[src/rtl/uart_upg_loader.sv]
`default_nettype none
// ============================================================================
// uart_upg_loader : UART image loader driving the IMem/DMem upgrade ports
// Revision 1.0
// ============================================================================
module uart_upg_loader #(
    parameter int CLKS_PER_BIT = 87,
    parameter int TIMEOUT_BITS = 64
) (
    input  logic        upg_clk_i,
    input  logic        upg_rstn_i,
    input  logic        rx_i,
    output logic        upg_wen_o,
    output logic [14:0] upg_adr_o,
    output logic [31:0] upg_dat_o,
    output logic        upg_done_o,
    output logic        upg_err_o
);

    localparam int CNT_W     = $clog2(CLKS_PER_BIT + 1);
    localparam int TMO_LIMIT = TIMEOUT_BITS * CLKS_PER_BIT;
    localparam int TMO_W     = $clog2(TMO_LIMIT + 1);

    localparam logic [CNT_W-1:0] C_HALF_M1 = CNT_W'(CLKS_PER_BIT / 2 - 1);
    localparam logic [CNT_W-1:0] C_BIT_M1  = CNT_W'(CLKS_PER_BIT - 1);
    localparam logic [TMO_W-1:0] C_TMO_M1  = TMO_W'(TMO_LIMIT - 1);
    localparam logic [15:0]      C_MAX_N   = 16'd16384;

    typedef enum logic [1:0] {
        RX_IDLE  = 2'd0,
        RX_START = 2'd1,
        RX_DATA  = 2'd2,
        RX_STOP  = 2'd3
    } rx_state_t;

    typedef enum logic [2:0] {
        ST_HDR    = 3'd0,
        ST_CNT_LO = 3'd1,
        ST_CNT_HI = 3'd2,
        ST_DATA   = 3'd3,
        ST_WRITE  = 3'd4,
        ST_DONE   = 3'd5,
        ST_ERR    = 3'd6
    } state_t;

    logic             rx_meta_q, rx_meta_d;
    logic             rx_sync_q, rx_sync_d;
    logic             rx_prev_q, rx_prev_d;
    rx_state_t        rx_state_q, rx_state_d;
    logic [CNT_W-1:0] clk_cnt_q, clk_cnt_d;
    logic [2:0]       bit_idx_q, bit_idx_d;
    logic [7:0]       shift_q, shift_d;
    logic [7:0]       byte_q, byte_d;
    logic             byte_valid_q, byte_valid_d;
    logic             frame_err_q, frame_err_d;

    state_t           state_q, state_d;
    logic             target_q, target_d;
    logic [7:0]       cnt_lo_q, cnt_lo_d;
    logic [14:0]      remaining_q, remaining_d;
    logic [13:0]      addr_q, addr_d;
    logic [1:0]       byte_idx_q, byte_idx_d;
    logic [31:0]      word_q, word_d;
    logic [TMO_W-1:0] tmo_q, tmo_d;
    logic             wen_q, wen_d;
    logic [14:0]      adr_q, adr_d;
    logic [31:0]      dat_q, dat_d;
    logic             done_q, done_d;
    logic             err_q, err_d;

    logic             w_start_det;
    logic             w_timed;
    logic             w_tmo_expire;
    logic [15:0]      w_count;

    always_comb begin
        rx_meta_d    = rx_i;
        rx_sync_d    = rx_meta_q;
        rx_prev_d    = rx_sync_q;
        rx_state_d   = rx_state_q;
        clk_cnt_d    = clk_cnt_q;
        bit_idx_d    = bit_idx_q;
        shift_d      = shift_q;
        byte_d       = byte_q;
        byte_valid_d = 1'b0;
        frame_err_d  = 1'b0;
        w_start_det  = 1'b0;

        case (rx_state_q)
            RX_IDLE: begin
                if (rx_prev_q && !rx_sync_q) begin
                    rx_state_d  = RX_START;
                    clk_cnt_d   = '0;
                    w_start_det = 1'b1;
                end
            end
            RX_START: begin
                // Mid-start resample: a line that is high again was only a glitch
                if (clk_cnt_q == C_HALF_M1) begin
                    clk_cnt_d  = '0;
                    bit_idx_d  = '0;
                    rx_state_d = rx_sync_q ? RX_IDLE : RX_DATA;
                end else begin
                    clk_cnt_d = clk_cnt_q + CNT_W'(1);
                end
            end
            RX_DATA: begin
                if (clk_cnt_q == C_BIT_M1) begin
                    clk_cnt_d = '0;
                    shift_d   = {rx_sync_q, shift_q[7:1]};
                    if (bit_idx_q == 3'd7) begin
                        rx_state_d = RX_STOP;
                    end else begin
                        bit_idx_d = bit_idx_q + 3'd1;
                    end
                end else begin
                    clk_cnt_d = clk_cnt_q + CNT_W'(1);
                end
            end
            default: begin
                if (clk_cnt_q == C_BIT_M1) begin
                    clk_cnt_d  = '0;
                    rx_state_d = RX_IDLE;
                    if (rx_sync_q) begin
                        byte_valid_d = 1'b1;
                        byte_d       = shift_q;
                    end else begin
                        frame_err_d = 1'b1;
                    end
                end else begin
                    clk_cnt_d = clk_cnt_q + CNT_W'(1);
                end
            end
        endcase
    end

    assign w_timed      = (state_q == ST_CNT_LO) || (state_q == ST_CNT_HI) || (state_q == ST_DATA);
    assign w_tmo_expire = w_timed && (rx_state_q == RX_IDLE) && !w_start_det &&
                          !byte_valid_q && (tmo_q == C_TMO_M1);
    assign w_count      = {byte_q, cnt_lo_q};

    always_comb begin
        state_d     = state_q;
        target_d    = target_q;
        cnt_lo_d    = cnt_lo_q;
        remaining_d = remaining_q;
        addr_d      = addr_q;
        byte_idx_d  = byte_idx_q;
        word_d      = word_q;
        wen_d       = 1'b0;
        adr_d       = adr_q;
        dat_d       = dat_q;

        if (!w_timed || w_start_det || byte_valid_q) begin
            tmo_d = '0;
        end else if (rx_state_q == RX_IDLE) begin
            tmo_d = tmo_q + TMO_W'(1);
        end else begin
            tmo_d = tmo_q;
        end

        case (state_q)
            ST_HDR: begin
                if (byte_valid_q) begin
                    if (byte_q[7:1] == 7'd0) begin
                        target_d = byte_q[0];
                        state_d  = ST_CNT_LO;
                    end else begin
                        state_d = ST_ERR;
                    end
                end
            end
            ST_CNT_LO: begin
                if (byte_valid_q) begin
                    cnt_lo_d = byte_q;
                    state_d  = ST_CNT_HI;
                end
            end
            ST_CNT_HI: begin
                if (byte_valid_q) begin
                    if (w_count == 16'd0) begin
                        state_d = ST_DONE;
                    end else if (w_count > C_MAX_N) begin
                        state_d = ST_ERR;
                    end else begin
                        remaining_d = w_count[14:0];
                        addr_d      = '0;
                        byte_idx_d  = '0;
                        state_d     = ST_DATA;
                    end
                end
            end
            ST_DATA: begin
                // Shifting down from the top lands byte k in bits [8k+7:8k] after four bytes
                if (byte_valid_q) begin
                    word_d = {byte_q, word_q[31:8]};
                    if (byte_idx_q == 2'd3) begin
                        wen_d   = 1'b1;
                        adr_d   = {target_q, addr_q};
                        dat_d   = {byte_q, word_q[31:8]};
                        state_d = ST_WRITE;
                    end else begin
                        byte_idx_d = byte_idx_q + 2'd1;
                    end
                end
            end
            ST_WRITE: begin
                addr_d      = addr_q + 14'd1;
                remaining_d = remaining_q - 15'd1;
                byte_idx_d  = '0;
                state_d     = (remaining_q == 15'd1) ? ST_DONE : ST_DATA;
            end
            default: begin
            end
        endcase

        if (w_tmo_expire || (frame_err_q && (state_q != ST_DONE) && (state_q != ST_ERR))) begin
            state_d = ST_ERR;
            wen_d   = 1'b0;
            adr_d   = adr_q;
            dat_d   = dat_q;
        end

        done_d = (state_d == ST_DONE);
        err_d  = (state_d == ST_ERR);
    end

    always_ff @(posedge upg_clk_i) begin
        if (!upg_rstn_i) begin
            rx_meta_q    <= 1'b1;
            rx_sync_q    <= 1'b1;
            rx_prev_q    <= 1'b1;
            rx_state_q   <= RX_IDLE;
            clk_cnt_q    <= '0;
            bit_idx_q    <= '0;
            shift_q      <= '0;
            byte_q       <= '0;
            byte_valid_q <= 1'b0;
            frame_err_q  <= 1'b0;
            state_q      <= ST_HDR;
            target_q     <= 1'b0;
            cnt_lo_q     <= '0;
            remaining_q  <= '0;
            addr_q       <= '0;
            byte_idx_q   <= '0;
            word_q       <= '0;
            tmo_q        <= '0;
            wen_q        <= 1'b0;
            adr_q        <= '0;
            dat_q        <= '0;
            done_q       <= 1'b0;
            err_q        <= 1'b0;
        end else begin
            rx_meta_q    <= rx_meta_d;
            rx_sync_q    <= rx_sync_d;
            rx_prev_q    <= rx_prev_d;
            rx_state_q   <= rx_state_d;
            clk_cnt_q    <= clk_cnt_d;
            bit_idx_q    <= bit_idx_d;
            shift_q      <= shift_d;
            byte_q       <= byte_d;
            byte_valid_q <= byte_valid_d;
            frame_err_q  <= frame_err_d;
            state_q      <= state_d;
            target_q     <= target_d;
            cnt_lo_q     <= cnt_lo_d;
            remaining_q  <= remaining_d;
            addr_q       <= addr_d;
            byte_idx_q   <= byte_idx_d;
            word_q       <= word_d;
            tmo_q        <= tmo_d;
            wen_q        <= wen_d;
            adr_q        <= adr_d;
            dat_q        <= dat_d;
            done_q       <= done_d;
            err_q        <= err_d;
        end
    end

    assign upg_wen_o  = wen_q;
    assign upg_adr_o  = adr_q;
    assign upg_dat_o  = dat_q;
    assign upg_done_o = done_q;
    assign upg_err_o  = err_q;

endmodule
`default_nettype wire

[config.mk]
export PLATFORM = sky130hd
export DESIGN_NAME = uart_upg_loader
export DESIGN_NICKNAME = d
export VERILOG_FILES = /design/src/rtl/uart_upg_loader.sv
export SDC_FILE = /design/constraint.sdc
export NUM_CORES = 1
export LEC_CHECK = 0
export ABC_AREA = 1
export CAP_MARGIN = 20
export CORE_ASPECT_RATIO = 1.25
export CORE_MARGIN = 3
export CORE_UTILIZATION = 55
export CTS_CLUSTER_DIAMETER = 30
export CTS_CLUSTER_SIZE = 12
export DETAILED_ROUTE_END_ITERATION = 7
export GPL_TIMING_DRIVEN = 0
export PLACE_DENSITY = 0.85
export SLEW_MARGIN = 20
export SYNTH_ARGS = -nofsm -noshare
export SYNTH_HDL_FRONTEND = slang
export SYNTH_SLANG_ARGS = --single-unit
[constraint.sdc]
create_clock -name upg_clk_i -period 4.45 [get_ports upg_clk_i]
set_input_delay 1.1125 -clock upg_clk_i [delete_from_list [all_inputs] [get_ports upg_clk_i]]
set_output_delay 1.1125 -clock upg_clk_i [all_outputs]
set_load 0.05 [all_outputs]
---- Word level (Yosys, flattened, before mapping) ----
Index checks and enable logic that the tools add are counted.
storage, ports and cells
  bits in registers ....................... 171
  latch bits .............................. 0
  bits in writable memories ............... 0
  logic and storage cells ................. 145
  memories ................................ 0
  memory bits (read-only) ................. 0
cells by class
  $mul .................................... 0
  $add $sub $neg .......................... 6
  reduce and logical (&&, ||, !) cells .... 38
  mux-type cells .......................... 45
  order comparisons ....................... 1
  div/mod/pow operators ................... 0
  bitwise operators ....................... 6
  equal/unequal tests ..................... 26
  shift-type cells ........................ 0
operators by type and width
  operator               number
  $mux 15                3
  $mux 14                3
  $mux 3                 13
  $pmux 15 s2            1
  $pmux 14 s2            1
  $mux 2                 11
  $mux 7                 3
  $ne 2x2->1 const B     10
  $gt 16x15->1 const B   1
  $logic_not 16->1       1
  $eq 15x1->1 const B    1
  $pmux 3 s5             1
  $sub 15x1->15 const B  1
  $add 14x1->14 const B  1
  $pmux 7 s2             1
  $add 13x1->13 const B  1
  $eq 13x13->1 const B   1
  $eq 3x3->1 const B     4
  $pmux 2 s3             2
  $reduce_and 4->1       3
  $add 7x1->7 const B    1
  $eq 7x6->1 const B     1
  $eq 7x7->1 const B     1
  $logic_and 1x1->1      7
  other kinds (25)       49

---- Depth between registers and ports, before layout ----
  word-level depth ........................ 11
  depth in mapped cells ................... 12
  depth with buffers taken out ............ 12

---- Worst setup path after synthesis ----
No wires, ideal clock.
  path kind ............................... input to register
  start ................................... in upg_rstn_i
  end ..................................... reg rx_meta_q
  arrival ................................. 2,041 ps
  path slack .............................. 2,286 ps
  cell stages on the path ................. 4
  cell sequence ........................... clkbuf_1 > clkinv_1 > clkbuf_1 > or2_2
RTL lines
  item                    line  source
  start: declaration      11    input logic upg_rstn_i,
  end signal: assignment  254   rx_meta_q <= rx_meta_d;
  end: declaration        46    logic rx_meta_q, rx_meta_d;
No word-level cell between the ends.

---- Worst setup path in the final report ----
  start ................................... reg adr_q[14], in the netlist upg_adr_o[14]
  end ..................................... out upg_adr_o[14]
RTL lines
  item                      line  source
  start: declaration        66    logic [14:0] adr_q, adr_d;
  start signal: assignment  273   adr_q <= adr_d;
  end: declaration          14    output logic [14:0] upg_adr_o,
No word-level cell between the ends.

==> flow_summary_export.csv <==
group,metric,value,unit
outcome,outcome,"completed",
placed_design,gp_congestion,0.9311,
clock_tree,cts_sinks,163,
critical_path,cp-start-kind,"flip-flop",
power,p_leak,3.210,nW
floorplan,dieArea,0.01427,mm^2
synthesis,syn_inst,981,
layout,drive_gt1_share,7.143,%
critical_path,worstPathArrival,1.61,ns
clock_tree,clock-root-buffer,"clkbuf_16",
sta,rsz0062_at_grt,"no",
global_routing,grt_pass1_vias,6231,
sta,fin_ws,1.727,ns
synthesis,ys_types,33,
synthesis,ys_warn_count,0,
clock_tree,clock_latency,0.43,ns
power,peakVddDrop,0.0002432,V
global_routing,grt_first_pass_wirelength,29.71,mm
global_routing,grt_overflow,0,
layout,n_fill_cell,1001,
sta,clock_skew,0.009748,ns
detailed_routing,vias,6792,
critical_path,critPathTopFamily,"buffers and inverters",
detailed_routing,ant_nets,0,
placed_design,placed_cell_area,0.007791,mm^2
clock_tree,cts_htree_levels,4,
synthesis,syn_area_per_cell,7.213,um^2
layout,layout_commonest_cell,"nand2_1",
synthesis,ys_seq_elements,163,
sta,slew_viol_final,0,
detailed_routing,finalWirelength,18.32,mm
detailed_routing,drt_iter0_drc,577,
floorplan,rows,45,
sta,setup_violations,0,
critical_path,path_cells,"clkdlybuf4s50_1",
sta,tightestPinTransition,0.7160,ns
floorplan,initial_core_util,57.12,%
critical_path,crit_path_end,"upg_adr_o[14]",
global_routing,grt_max_degree,19,
layout,final_area,0.008376,mm^2
critical_path,path_max_fanout,2,
layout,mostFrequentLayoutCells,"184 x nand2_1, 163 x dfxtp_1, 143 x a21oi_1",
clock_tree,numCtsBuffers,17,
layout,stdcell_count,1228,
placed_design,post-place-ws,1.626,ns
detailed_routing,drc,0,
floorplan,ios,53,
critical_path,slowest_delay,0.82,ns
layout,antenna_cells,0,
hold_path,min_path_type,"reg -> reg",
layout,syn2layout_area_growth,18.37,%
critical_path,r2r_cells,6,
clock_tree,cts_resized,0,
sta,clock.fmax,367.3,MHz
floorplan,die_w,107.4,um
synthesis,synth_top_area_share,46.12,%
sta,hold_viol,0,
detailed_routing,via_per_inst,5.531,
detailed_routing,wl_per_cell,14.92,um
sta,max-slew-margin-rel,52.27,%
critical_path,crit_start,"upg_adr_o[14]",
placed_design,dp.cells,1196,
clock_tree,clock_path_buffers,2,
layout,nets,1063,
sta,setup_tns,0,ns
floorplan,core,0.01239,mm^2
global_routing,grt_usage,25.85,%
synthesis,netlist_top_cells_area,"dfxtp_1 46%, a21oi_1 10%, nand2_1 9.8%, o21ai_0 7.4%, nor2_1 5.1%",
critical_path,cp.required,3.34,ns
global_routing,antenna_found_initial,0,
critical_path,r2r_slack,2.51,ns
run,cap_violations,0,
critical_path,cp.depth,1,
synthesis,yosysTopAreaCell,"dfxtp_1",
sta,min_period_over_period,61.19,%
critical_path,cp.buffers_inverters,1,
sta,post-route-min-period,2.723,ns
clock_tree,clk_pin_slew,0.07,ns
synthesis,syn-num-nets,993,
placed_design,hpwl,13.18,mm
critical_path,crit_type,"reg -> out",
synthesis,ys_seq_area_share,46.12,%
clock_tree,post_cts_buffers,0,
floorplan,die_y,132.8,um
critical_path,r2r_start,"state_q[2]",
clock_tree,cts_hold_buffers,0,
critical_path,worst_r2r_endpoint,"word_q[26]",
critical_path,endpoint_kind,"output port",
power,powerDensity,374.9,mW/mm^2
critical_path,crit_path_top_delay_cell,"clkdlybuf4s50_1",
detailed_routing,drt-pass1-iter-count,5,
synthesis,syn-cell-area,0.007076,mm^2
sta,whs,0.4193,ns
placed_design,port_buffers,51,
clock_tree,tritoncts,"done",
metal layers:
| layer | part of all wire (%) | up-vias | GRT usage [%] |
|---|---|---|---|
| li1 | - | 3377 | - |
| met1 | 42 | 3075 | 30.96 |
| met2 | 48 | 274 | 43.91 |
| met3 | 5.5 | 66 | 5.027 |
| met4 | 4.6 | 0 | 12.84 |
| met5 | 0 | - | 0 |
through the flow:
step / util, % / power [mW]
4_1_cts: 67.62 / 3.144
5_1_grt: 67.62 / 3.240
6_report: 67.62 / 3.140
2_1_floorplan: - / 1.688
3_3_place_gp: 62.90 / 1.729
3_5_place_dp: 62.90 / 1.735
worst min-delay path by stage:
| stage | slack [ns] | start | end | cells past startpoint |
|---|---|---|---|---|
| 2_1_floorplan | 0.39 | rx_meta_q | rx_prev_d | 1 |
| 3_3_place_gp | 0.40 | rx_meta_q | rx_prev_d | 1 |
| 3_5_place_dp | 0.41 | rx_meta_q | rx_prev_d | 1 |
| 4_1_cts | 0.42 | rx_meta_q | rx_prev_d | 1 |
| 5_1_grt | 0.46 | rx_meta_q | rx_prev_d | 1 |
| 6_report | 0.42 | rx_meta_q | rx_prev_d | 1 |
flip-flops by register name, indices dropped and copies added (netlist names), 2 cells and up:
name and flops:
upg_dat_o 32, word_q 24, remaining_q 15, upg_adr_o 15, addr_q 14, tmo_q 13
byte_q 8, cnt_lo_q 8, shift_q 8, clk_cnt_q 7, bit_idx_q 3, state_q 3
byte_idx_q 2, rx_state_q 2
cells in the mapped netlist, drive strengths merged:
cell / instances
nand2: 188
dfxtp: 163
a21oi: 143
o21ai: 121
inv: 102
nor2: 102
nand3: 50
clkbuf: 24
nor3: 22
buf: 16
nand4: 15
ha: 9
or2: 6
xor2: 5
clkinv: 3
xnor2: 3
nand3b: 2
o21a: 2
o21bai: 2
a211oi: 1
and3: 1
o21ba: 1
where the power goes:
part	switching (mW)	internal, mW
combinational	0.135	0.0617
sequential	0.0259	1.48
clock	0.684	0.751
total	0.845	2.30
layout make-up:
| type | instances | area (um^2) | share of cell area (%) |
|---|---|---|---|
| Sequential cell | 163 | 3263 | 38.96 |
| Tap cell | 164 | 205.2 | 2.450 |
| Timing Repair Buffer | 51 | 510.5 | 6.095 |
| Clock buffer | 17 | 425.4 | 5.079 |
| Clock inverter | 15 | 158.9 | 1.897 |
| Inverter | 105 | 394.1 | 4.706 |
| Buffer | 40 | 196.4 | 2.345 |
| Multi-Input combinational cell | 673 | 3222 | 38.47 |
kinds of logic after synthesis:
group,synth area share (%)
XOR/XNOR,0.9903
AO/OA/AOI/OAI,19.40
flip-flops,46.12
buffers and inverters,8.347
adder cells (fa/ha/maj),1.592
AND/OR/NAND/NOR,23.55
No activity file was read; power rests on OpenSTA's default activity.
